## src/rtl/pipe_pkg.sv

```systemverilog
// Shared pipeline definitions: payload field widths and the fetch->decode
// payload layout that instantiators concatenate into pipe_stage_rv.in_data.
package pipe_pkg;

    localparam int unsigned PC_W         = 64;
    localparam int unsigned INSTR_W      = 32;
    localparam int unsigned COMMIT_W     = 161;
    localparam int unsigned FD_PAYLOAD_W = PC_W + INSTR_W + COMMIT_W;

    // Fetch->decode payload, MSB-first: pc, instr, commit info.
    typedef struct packed {
        logic [PC_W-1:0]     pc;
        logic [INSTR_W-1:0]  instr;
        logic [COMMIT_W-1:0] commit;
    } fd_payload_t;

endpackage

```

## src/rtl/pipe_stage_perf.sv

```systemverilog
// Saturating performance counters for a pipeline stage output.
// Ports:
//   clk, rst       clock, asynchronous active-low reset (flush does not clear)
//   out_valid_i    stage output valid
//   out_ready_i    downstream ready
//   flush_i        stage flush
//   stall_cnt_o    cycles with out_valid & ~out_ready
//   bubble_cnt_o   cycles with ~out_valid
//   flush_cnt_o    cycles with flush high
module pipe_stage_perf #(
    parameter int unsigned PERF_W = 32
) (
    input  logic              clk,
    input  logic              rst,
    input  logic              out_valid_i,
    input  logic              out_ready_i,
    input  logic              flush_i,
    output logic [PERF_W-1:0] stall_cnt_o,
    output logic [PERF_W-1:0] bubble_cnt_o,
    output logic [PERF_W-1:0] flush_cnt_o
);

    logic [PERF_W-1:0] stall_q;
    logic [PERF_W-1:0] bubble_q;
    logic [PERF_W-1:0] flush_q;

    // Each counter sticks at all-ones once reached.
    always_ff @(posedge clk or negedge rst) begin
        if (!rst) begin
            stall_q  <= '0;
            bubble_q <= '0;
            flush_q  <= '0;
        end else begin
            if (out_valid_i && !out_ready_i && (stall_q != '1)) begin
                stall_q <= stall_q + PERF_W'(1);
            end
            if (!out_valid_i && (bubble_q != '1)) begin
                bubble_q <= bubble_q + PERF_W'(1);
            end
            if (flush_i && (flush_q != '1)) begin
                flush_q <= flush_q + PERF_W'(1);
            end
        end
    end

    assign stall_cnt_o  = stall_q;
    assign bubble_cnt_o = bubble_q;
    assign flush_cnt_o  = flush_q;

endmodule

```

## src/rtl/pipe_stage_rv.sv

```systemverilog
// Ready/valid pipeline stage register with optional two-entry skid buffer
// and synchronous flush. Payload is opaque (DATA_W bits).
// Optional feature macro: PIPE_STAGE_PERF_EN adds stall/bubble/flush counters.
// Ports:
//   clk, rst             clock, asynchronous active-low reset
//   flush                synchronous flush, squashes all held entries
//   in_valid/in_ready    upstream handshake; in_data upstream payload
//   out_valid/out_ready  downstream handshake; out_data downstream payload
//   occupancy            entries held (0..2)
//   stall_cnt, bubble_cnt, flush_cnt  (PIPE_STAGE_PERF_EN only)
module pipe_stage_rv
    import pipe_pkg::*;
#(
    parameter int unsigned DATA_W  = FD_PAYLOAD_W,
    parameter int unsigned SKID_EN = 1,
    parameter int unsigned PERF_W  = 32
) (
    input  logic              clk,
    input  logic              rst,
    input  logic              flush,
    input  logic              in_valid,
    output logic              in_ready,
    input  logic [DATA_W-1:0] in_data,
    output logic              out_valid,
    input  logic              out_ready,
    output logic [DATA_W-1:0] out_data,
    output logic [1:0]        occupancy
`ifdef PIPE_STAGE_PERF_EN
    ,
    output logic [PERF_W-1:0] stall_cnt,
    output logic [PERF_W-1:0] bubble_cnt,
    output logic [PERF_W-1:0] flush_cnt
`endif
);

    logic              main_v_q, main_v_d;
    logic              skid_v_q, skid_v_d;
    logic [DATA_W-1:0] main_data_q, main_data_d;
    logic [DATA_W-1:0] skid_data_q, skid_data_d;
    logic              in_fire;
    logic              out_fire;

    assign in_fire  = in_valid & in_ready;
    assign out_fire = main_v_q & out_ready;

    // Upstream ready: registered from next skid state, or combinational when no skid.
    generate
        if (SKID_EN != 0) begin : g_skid_ready
            logic ready_q;
            always_ff @(posedge clk or negedge rst) begin
                if (!rst) begin
                    ready_q <= 1'b0;
                end else begin
                    ready_q <= ~skid_v_d;
                end
            end
            assign in_ready = ready_q;
        end else begin : g_comb_ready
            assign in_ready = rst & (~main_v_q | out_ready);
        end
    endgenerate

    // Next-state: flush first, then drain skid, then refill main, else park in skid.
    always_comb begin
        main_v_d    = main_v_q;
        main_data_d = main_data_q;
        skid_v_d    = skid_v_q;
        skid_data_d = skid_data_q;
        if (flush) begin
            main_v_d    = 1'b0;
            main_data_d = '0;
            skid_v_d    = 1'b0;
            skid_data_d = '0;
        end else if ((SKID_EN != 0) && skid_v_q) begin
            if (out_fire) begin
                main_v_d    = 1'b1;
                main_data_d = skid_data_q;
                skid_v_d    = 1'b0;
                skid_data_d = '0;
            end
        end else if (!main_v_q || out_fire) begin
            // Zero data on an unrefilled slot so idle output reads as a nop.
            main_v_d    = in_fire;
            main_data_d = in_fire ? in_data : '0;
        end else if ((SKID_EN != 0) && in_fire) begin
            skid_v_d    = 1'b1;
            skid_data_d = in_data;
        end
    end

    always_ff @(posedge clk or negedge rst) begin
        if (!rst) begin
            main_v_q    <= 1'b0;
            main_data_q <= '0;
            skid_v_q    <= 1'b0;
            skid_data_q <= '0;
        end else begin
            main_v_q    <= main_v_d;
            main_data_q <= main_data_d;
            skid_v_q    <= skid_v_d;
            skid_data_q <= skid_data_d;
        end
    end

    assign out_valid = main_v_q;
    assign out_data  = main_data_q;
    assign occupancy = {1'b0, main_v_q} + {1'b0, skid_v_q};

`ifdef PIPE_STAGE_PERF_EN
    pipe_stage_perf #(
        .PERF_W (PERF_W)
    ) u_perf (
        .clk          (clk),
        .rst          (rst),
        .out_valid_i  (main_v_q),
        .out_ready_i  (out_ready),
        .flush_i      (flush),
        .stall_cnt_o  (stall_cnt),
        .bubble_cnt_o (bubble_cnt),
        .flush_cnt_o  (flush_cnt)
    );
`else
    logic unused_perf_w;
    assign unused_perf_w = ^PERF_W;
`endif

endmodule

```

## config.mk

```make
export PLATFORM = sky130hd
export DESIGN_NAME = pipe_stage_rv
export DESIGN_NICKNAME = d
export VERILOG_FILES = /design/src/rtl/pipe_pkg.sv /design/src/rtl/pipe_stage_perf.sv /design/src/rtl/pipe_stage_rv.sv
export SDC_FILE = /design/constraint.sdc
export NUM_CORES = 1
export LEC_CHECK = 0
export ABC_AREA = 1
export BUFFER_PORTS_ARGS = -buffer_cell sky130_fd_sc_hd__buf_4
export CAP_MARGIN = 20
export CORE_UTILIZATION = 50
export CTS_CLUSTER_SIZE = 12
export DETAILED_ROUTE_END_ITERATION = 12
export GPL_ROUTABILITY_DRIVEN = 0
export HOLD_SLACK_MARGIN = 0.12
export PLACE_DENSITY = 0.89
export REMOVE_ABC_BUFFERS = 1
export SETUP_SLACK_MARGIN = 0.4
export SLEW_MARGIN = 5
export SYNTH_ARGS = -nofsm -noshare
export SYNTH_HDL_FRONTEND = slang
export SYNTH_SLANG_ARGS = --single-unit
```

## constraint.sdc

```tcl
create_clock -name clk -period 1.46 [get_ports clk]
set_input_delay 0.219 -clock clk [delete_from_list [all_inputs] [get_ports clk]]
set_output_delay 0.219 -clock clk [all_outputs]
set_load 0.005 [all_outputs]
```

==> out/summary.txt, run 1 <==
Rows -> 82
CTS H-tree lvls -> 2
largest net degree at the start of global routing -> 93
clock tree buffer depth -> 3
mapped cell area -> 25,400 um^2
stop err -> [ERROR GRT-0232] Routing congestion too high. Check the congestion heatmap in the GUI.
number of synthesized flops with an enable pin -> 0
post-DP HPWL -> 55,600 um
Avg Cell Area, Syn -> 7.44 um^2
Num CTS Buffers -> 55
Post-Syn Instances -> 3,418
IO Count -> 523
outcome -> stopped before the end
count of cell types in the netlist -> 16
Port Buffers -> 522
DIE WIDTH -> 227 um
Last stage -> 5_1_grt
flops & latches, synth -> 517
Chip Height -> 227 um
asr flop ratio synth -> 100%
overall routing resource usage -> 57.6%
sequential fraction of the synthesis area -> 50.9%
remaining global-route overflow -> 4
Primary FF master, synth -> dfrtp_1
clk sink count -> 517
Starting Density -> 50.7%
warnings from Yosys -> 0
CTS Root Cell -> clkbuf_16
## Yosys cell counts (4+ instances only)
cell type | number | share of area (%)
nand2_1 | 1548 | 23
dfrtp_1 | 517 | 51
nand3_1 | 258 | 5.1
nand4_1 | 258 | 6.3
nor2_1 | 258 | 3.8
o21ai_0 | 257 | 5.1
clkbuf_1 | 135 | 2.0
buf_2 | 121 | 2.4
buf_4 | 32 | 0.94
buf_1 | 22 | 0.32
inv_2 | 4 | 0.059
nand2_2 | 4 | 0.098
## what timing repair did
item / CTS
gates cloned: 62
setup buffers: 41
gates resized for setup: 142
pin swaps: 8
setup endpoints to repair: 778
hold endpoints to repair: 1032
hold buffers: 259
## kinds of logic after synthesis
group / Yosys count / share of synthesized area, %
and+or+nand+nor: 2327 / 38.2
DFF: 517 / 50.9
AOI/OAI and AO/OA: 258 / 5.12
adders and majority gates: 1 / 0.0492
buffers and inverters: 315 / 5.72
## routing by layer
layer  GRT usage, %  overflow
met5           17.4         0
met1           59.6         0
met2           73.5         1
met3           42.7         0
met4           51.5         3
## per-stage QoR
stage          hold slack (ns)  worst slack [ns]  std cells  util [%]  instance area, um^2
2_1_floorplan          -0.0766            -12.44       3108         -                24000
3_3_place_gp            0.0562            -0.111       4491      62.2                31200
3_5_place_dp            0.0578            -0.156       4491      62.2                31200
4_1_cts                 0.0529            -0.388       4950      76.2                38200
==> inputs of run 2 (changes only) <==
--- a/config.mk
+++ b/config.mk
@@ -8,14 +8,11 @@
 export ABC_AREA = 1
 export BUFFER_PORTS_ARGS = -buffer_cell sky130_fd_sc_hd__buf_4
 export CAP_MARGIN = 20
-export CORE_UTILIZATION = 50
-export CTS_CLUSTER_SIZE = 12
+export CORE_UTILIZATION = 40
 export DETAILED_ROUTE_END_ITERATION = 12
 export GPL_ROUTABILITY_DRIVEN = 0
-export HOLD_SLACK_MARGIN = 0.12
-export PLACE_DENSITY = 0.89
+export PLACE_DENSITY_LB_ADDON = 0.15
 export REMOVE_ABC_BUFFERS = 1
-export SETUP_SLACK_MARGIN = 0.4
 export SLEW_MARGIN = 5
 export SYNTH_ARGS = -nofsm -noshare
 export SYNTH_HDL_FRONTEND = slang
==> constraint.sdc (replaced) <==
create_clock -name clk -period 1.9 [get_ports clk]
set_input_delay 0.285 -clock clk [delete_from_list [all_inputs] [get_ports clk]]
set_output_delay 0.285 -clock clk [all_outputs]
set_load 0.005 [all_outputs]
==> run 2 against run 1 <==
Net effect: the flow now finishes without violations; synthesized cell count stayed put; synthesized area stayed put.
==> out/summary.txt, run 2 <==
Post-Syn Instances -> 3,418 (unchanged)
layout cells sized above 1 -> 18.3%
CP delay by family, top -> flip-flops
Port Buffers -> 522 (unchanged)
initial drt markers -> 2,043
worst setup path category -> flop to output pin
sequential fraction of the synthesis area -> 50.9% (unchanged)
crit path time final -> 1.85 ns
CTS clock-pin slew for the worst setup and hold paths -> 0.06 ns
warnings from Yosys -> 0 (unchanged)
largest net degree at the start of global routing -> 135
post-DP HPWL -> 53,500 um (-3.9%)
Core ar. -> 63,000 um^2
via/cell ratio -> 5.32
Levels on crit path -> 2
ant diodes -> 0
Worst slew margin -> 40.5%
flops & latches, synth -> 517 (unchanged)
number of synthesized flops with an enable pin -> 0 (unchanged)
vias in the first global route -> 24,400
worst slack at placement -> 0.202 ns (+0.358 ns)
mapped cell area -> 25,400 um^2 (unchanged)
Rows -> 92 (+12%)
cell taking the most area after synthesis -> dfrtp_1
Final setup viols -> 0
CTS Root Cell -> clkbuf_16
top post-synthesis cells by area -> dfrtp_1 (51%), nand2_1 (23%), nand4_1 (6.3%)
Maximum Capacitance Violations -> 0
final worst slack -> 0.0495 ns
Worst Hold Launch -> in_data[209]
Peak supply drop -> 0.000731 V
Chip Height -> 254 um (+12%)
total power -> 29.9 mW
Crit Reg-Reg Startpoint -> skid_v_q
Nets -> 4,219
CP required -> 1.62 ns
final hold vios -> 0
asr flop ratio synth -> 100% (unchanged)
clk_lat worst skew -> 0.62 ns
Slowest cell on crit path -> dfrtp_4
Crit path arrival time -> 1.57 ns
WL per Instance -> 18.7 um
Startpoint Class -> flop
Worst setup EP type -> output pin
CP bufs+invs -> 1
f_max -> 540 MHz
die area -> 64,600 um^2
Final Instance Area -> 34,300 um^2
CP peak stage delay -> 0.53 ns
Hold Path Cell Cnt -> 5
initial antenna violation count -> 0
outcome -> finished clean
CTS H-tree lvls -> 2 (unchanged)
count of cell types in the netlist -> 16 (unchanged)
TritonCTS clock tree -> yes
crit path cell chain -> ha_4, buf_4
CP max FO -> 7
Num CTS Buffers -> 59 (+7.3%)
Yosys top cell area share -> 50.9% (unchanged)
Routed Antenna Nets -> 0
IO Count -> 523 (unchanged)
Vias -> 25,800
Worst Reg-to-Reg Cells -> 9
most frequent cells in the layout -> nand2_1 (1,547), buf_4 (558), dfrtp_1 (516)
Detailed Routing Iterations Pass 1 -> 6
clock tree buffer depth -> 3 (unchanged)
Layout area overhead -> 35.0%
remaining global-route overflow -> 0
Primary FF master, synth -> dfrtp_1
clk sink count -> 517 (unchanged)
worst setup path start -> skid_v_q
Final period util -> 97.4%
Starting Density -> 40.4% (-10 points)
overall routing resource usage -> 27.3%
Hold Slack -> 0.0299 ns
Hold Crit Class -> input pin to flop
Setup TNS -> 0 ns
clock skew -> 0.0184 ns
Max Transition Viols Final -> 0
measured slew at the worst slew-check pin -> 0.893 ns
# DRC -> 0
final wirelength -> 90,600 um
unrepaired setup endpoints after global routing -> false
DIE WIDTH -> 254 um (+12%)
P_leak -> 18.3 nW
count leader, synth -> nand2_1
commonest non-fill, non-tap cell in the layout -> nand2_1
Avg Cell Area, Syn -> 7.44 um^2 (unchanged)
synth cell count leaders -> nand2_1 (1,548), dfrtp_1 (517), nand3_1 (258), nand4_1 (258), nor2_1 (258)
Area after DPL -> 30,600 um^2 (-2.0%)
Fillers -> 5,966
Pwr Density -> 872 nW/um^2
first-pass GRT wire length -> 140,000 um
[run 2: tightest hold or removal path, cell delays in order]
cell,delay [ns]
buf_4,0.08
nand2_1,0.06
nor2_1,0.08
nand2_1,0.05
nand2_1,0.05
[run 2: cell families after synthesis]
kind of cell | share of synthesized area [%]
AO/OA/AOI/OAI | 5.12
adder cells (fa/ha/maj) | 0.0492
buffers and inverters | 5.72
flip-flops | 50.9
AND/OR/NAND/NOR | 38.2
[run 2: cell type report]
class,instances,area [um^2],share of cell area [%]
clock buffer,101,1870,5.44
clock inverter,9,88.8,0.259
inverter,5,41.3,0.120
multi-input combinational,2586,11100,32.4
sequential,517,12900,37.7
tap,846,1060,3.09
timing repair buffer,787,7200,21.0
[run 2: path summary, 6_finish.rpt]
| path | endpoint | slack, ns |
|---|---|---|
| max | occupancy[0] | 0.05 |
| min | skid_data_q[209] | 0.03 |
| max reg2reg | out_data[31] | 0.10 |
| min reg2reg | skid_data_q[55] | 0.51 |
| max in group asynchronous | skid_v_q | 0.93 |
| min in group asynchronous | out_data[131] | 0.19 |
[run 2: stage by stage]
step,cells,util (%)
4_1_cts,4847,54.2
2_1_floorplan,3108,-
3_3_place_gp,4579,48.6
3_5_place_dp,4579,48.6
5_1_grt,4851,54.5
6_report,4851,54.5
[run 2: power breakdown]
group / internal (mW) / switching (mW) / total (mW)
clock network: 6.75 / 4.72 / 11.5
logic: 2.38 / 3.44 / 5.81
registers: 12.0 / 0.647 / 12.6
[run 2: what timing repair did]
item	in CTS	in global routing
pin swaps	0	2
endpoints found under the hold margin	370	0
endpoints found under the setup margin	2	168
cloned	0	3
gates resized for setup	1	18
hold buffers	158	0
setup buffers	1	1
[run 2: routing by layer]
layer / GRT usage, % / routed length [um] / vias to the layer above
li1: - / - / 12200
met1: 39.9 / 40200 / 12500
met2: 41.9 / 41900 / 983
met3: 4.00 / 6160 / 132
met4: 8.07 / 2330 / 0
met5: 0 / 0 / -
No activity file was read; power rests on OpenSTA's default activity.
==> inputs of run 3 (changes only) <==
--- a/config.mk
+++ b/config.mk
@@ -11,7 +11,6 @@
 export CORE_UTILIZATION = 40
 export DETAILED_ROUTE_END_ITERATION = 12
 export GPL_ROUTABILITY_DRIVEN = 0
-export PLACE_DENSITY_LB_ADDON = 0.15
 export REMOVE_ABC_BUFFERS = 1
 export SLEW_MARGIN = 5
 export SYNTH_ARGS = -nofsm -noshare
==> run 3 against run 2 <==
Net effect: via count rose by 1.0%; wire length rose by 5.1%; cell area rose by 0.13%; setup slack got worse by 0.016 ns; non-clock buffer count fell by 39; cell count fell by 0.93%; critical path depth rose by 4; highest routed layer is now met5; global-route usage rose by 0.39 points; critical endpoint is now skid_data_q[184]; count of clock-buffer cells in the layout fell by 11; clock skew rose by 0.0020 ns.
==> out/summary.txt, run 3 (synthesized netlist as in run 2, its figures left out) <==
commonest non-fill, non-tap cell in the layout -> nand2_1
Startpoint Class -> flop
Routed Antenna Nets -> 0 (unchanged)
CP required -> 2.39 ns (+0.77 ns)
Starting Density -> 40.4% (unchanged)
outcome -> finished clean
Placed Cells -> 4,569 (-0.22%)
Chip Height -> 254 um (unchanged)
multi-input logic area -> 11,100 um^2 (+0.24%)
measured slew at the worst slew-check pin -> 0.962 ns (+0.0694 ns)
largest net degree at the start of global routing -> 156 (+16%)
final wirelength -> 95,300 um (+5.1%)
Port Buffers -> 522 (unchanged)
worst setup path category -> flop to flop
Vias -> 26,100 (+1.0%)
CP peak stage delay -> 0.53 ns (about the same)
CP max FO -> 103 (+96)
Slowest cell on crit path -> dfrtp_4
Hold Slack -> 0.0303 ns (+0.000396 ns)
layout cells sized above 1 -> 19.2% (+0.97 points)
Crit path arrival time -> 2.36 ns (+0.79 ns)
Peak supply drop -> 0.000712 V (-2.6%)
final worst slack -> 0.0338 ns (-0.0157 ns)
P_leak -> 18.4 nW (+0.28%)
via/cell ratio -> 5.43 (+2.0%)
Maximum Capacitance Violations -> 0 (unchanged)
post-DP HPWL -> 53,000 um (-0.93%)
Worst Reg-to-Reg Cells -> 6 (-3)
Layout area overhead -> 35.1%
die area -> 64,600 um^2 (unchanged)
CP bufs+invs -> 2 (+1)
crit path cell chain -> buf_6, nor2_2, nand2_8, buf_12, nand3_1, nand2_1
CTS Root Cell -> clkbuf_16
clock skew -> 0.0204 ns (+0.00204 ns)
crit path time final -> 1.87 ns (+0.0157 ns)
Register Area -> 12,900 um^2 (about the same)
Final setup viols -> 0 (unchanged)
clock tree buffer depth -> 3 (unchanged)
Hold Path Cell Cnt -> 5 (unchanged)
# DRC -> 0 (unchanged)
Levels on crit path -> 6 (+4)
remaining global-route overflow -> 0 (unchanged)
Worst slew margin -> 35.8% (-4.6 points)
Detailed Routing Iterations Pass 1 -> 5 (-1)
initial antenna violation count -> 4 (+4)
f_max -> 536 MHz (-0.84%)
Hold Crit Class -> input pin to flop
reg2reg setup slack -> 0.03 ns (-0.07 ns)
Core ar. -> 63,000 um^2 (unchanged)
vias in the first global route -> 24,400 (-0.025%)
fin cells -> 4,806 (-0.93%)
Nets -> 4,181 (-0.90%)
worst slack at placement -> 0.207 ns (+0.00453 ns)
WL per Instance -> 19.8 um (+6.1%)
initial drt markers -> 2,462 (+21%)
first-pass GRT wire length -> 143,000 um (+1.6%)
Rows -> 92 (unchanged)
clk sink count -> 517 (unchanged)
clk_lat worst skew -> 0.61 ns (about the same)
Worst setup EP type -> flop
CTS clock-pin slew for the worst setup and hold paths -> 0.07 ns (about the same)
IO Count -> 523 (unchanged)
TritonCTS clock tree -> yes
CTS H-tree lvls -> 2 (unchanged)
most frequent cells in the layout -> nand2_1 (1,547), buf_4 (551), dfrtp_1 (515), nand4_1 (258), nor2_1 (258)
Max Transition Viols Final -> 0 (unchanged)
Num CTS Buffers -> 59 (unchanged)
overall routing resource usage -> 27.7% (+0.39 points)
Fillers -> 5,968 (+0.034%)
Final period util -> 98.2% (+0.83 points)
DIE WIDTH -> 254 um (unchanged)
final hold vios -> 0 (unchanged)
Pwr Density -> 882 nW/um^2 (+1.2%)
CP delay by family, top -> simple AND/OR/NAND/NOR gates
[run 3: tightest hold or removal path: stages]
cell     delay, ns
buf_4         0.08
nand2_1       0.06
nor2_1        0.08
nand2_1       0.05
nand2_1       0.05
[run 3: cell type report]
cell class	count	area share [%]
inverters	5	0.135
multi-input cells	2587	32.4
repair buffers	748	21.0
clock inverters	12	0.331
clock buffers	90	5.34
diodes	1	0.00728
well taps	846	3.08
flip-flops and latches	517	37.7
[run 3: worst paths after layout]
| path | to | startpoint |
|---|---|---|
| max | skid_data_q[184] | skid_v_q |
| min | skid_data_q[112] | in_data[112] |
| max reg2reg | skid_data_q[184] | skid_v_q |
| min reg2reg | skid_data_q[118] | skid_data_q[118] |
| max in group asynchronous | skid_data_q[211] | rst |
| min in group asynchronous | out_data[85] | rst |
[run 3: metal layers]
metal / share of wire (%) / up-vias / GRT usage (%) / wire (um)
li1: - / 12100 / - / -
met1: 43 / 12600 / 39.4 / 41200
met2: 46 / 1111 / 42.7 / 43900
met3: 7.3 / 199 / 4.25 / 6940
met4: 3.3 / 8 / 10.1 / 3170
met5: 0.055 / - / 0 / 52
[run 3: metrics by stage]
| step | setup TNS [ns] | power, mW | utilization, % | cell area, um^2 |
|---|---|---|---|---|
| floorplan | -5181.47 | 15.1 | - | 24000 |
| global placement | 0 | 18.2 | 48.5 | 30500 |
| detailed placement | 0 | 18.2 | 48.5 | 30500 |
| CTS | -0.00911 | 30.1 | 53.4 | 33600 |
| global route | -0.00187 | 31.6 | 54.6 | 34400 |
| finish | 0 | 30.3 | 54.6 | 34400 |
[run 3: report_power, final]
group          internal [mW]  switching, mW  total, mW
sequential              12.0          0.636       12.6
clock                   6.85           4.73       11.6
combinational           2.53           3.58       6.12
total                   21.4           8.95       30.3
[run 3: what timing repair did]
action / CTS / global route
setup buffers: 3 / 9
hold endpoints to repair: 437 / 0
setup endpoints to repair: 2 / 373
gates cloned: 4 / 22
pin swaps: 2 / 1
resized for setup: 11 / 29
hold buffers: 98 / 0
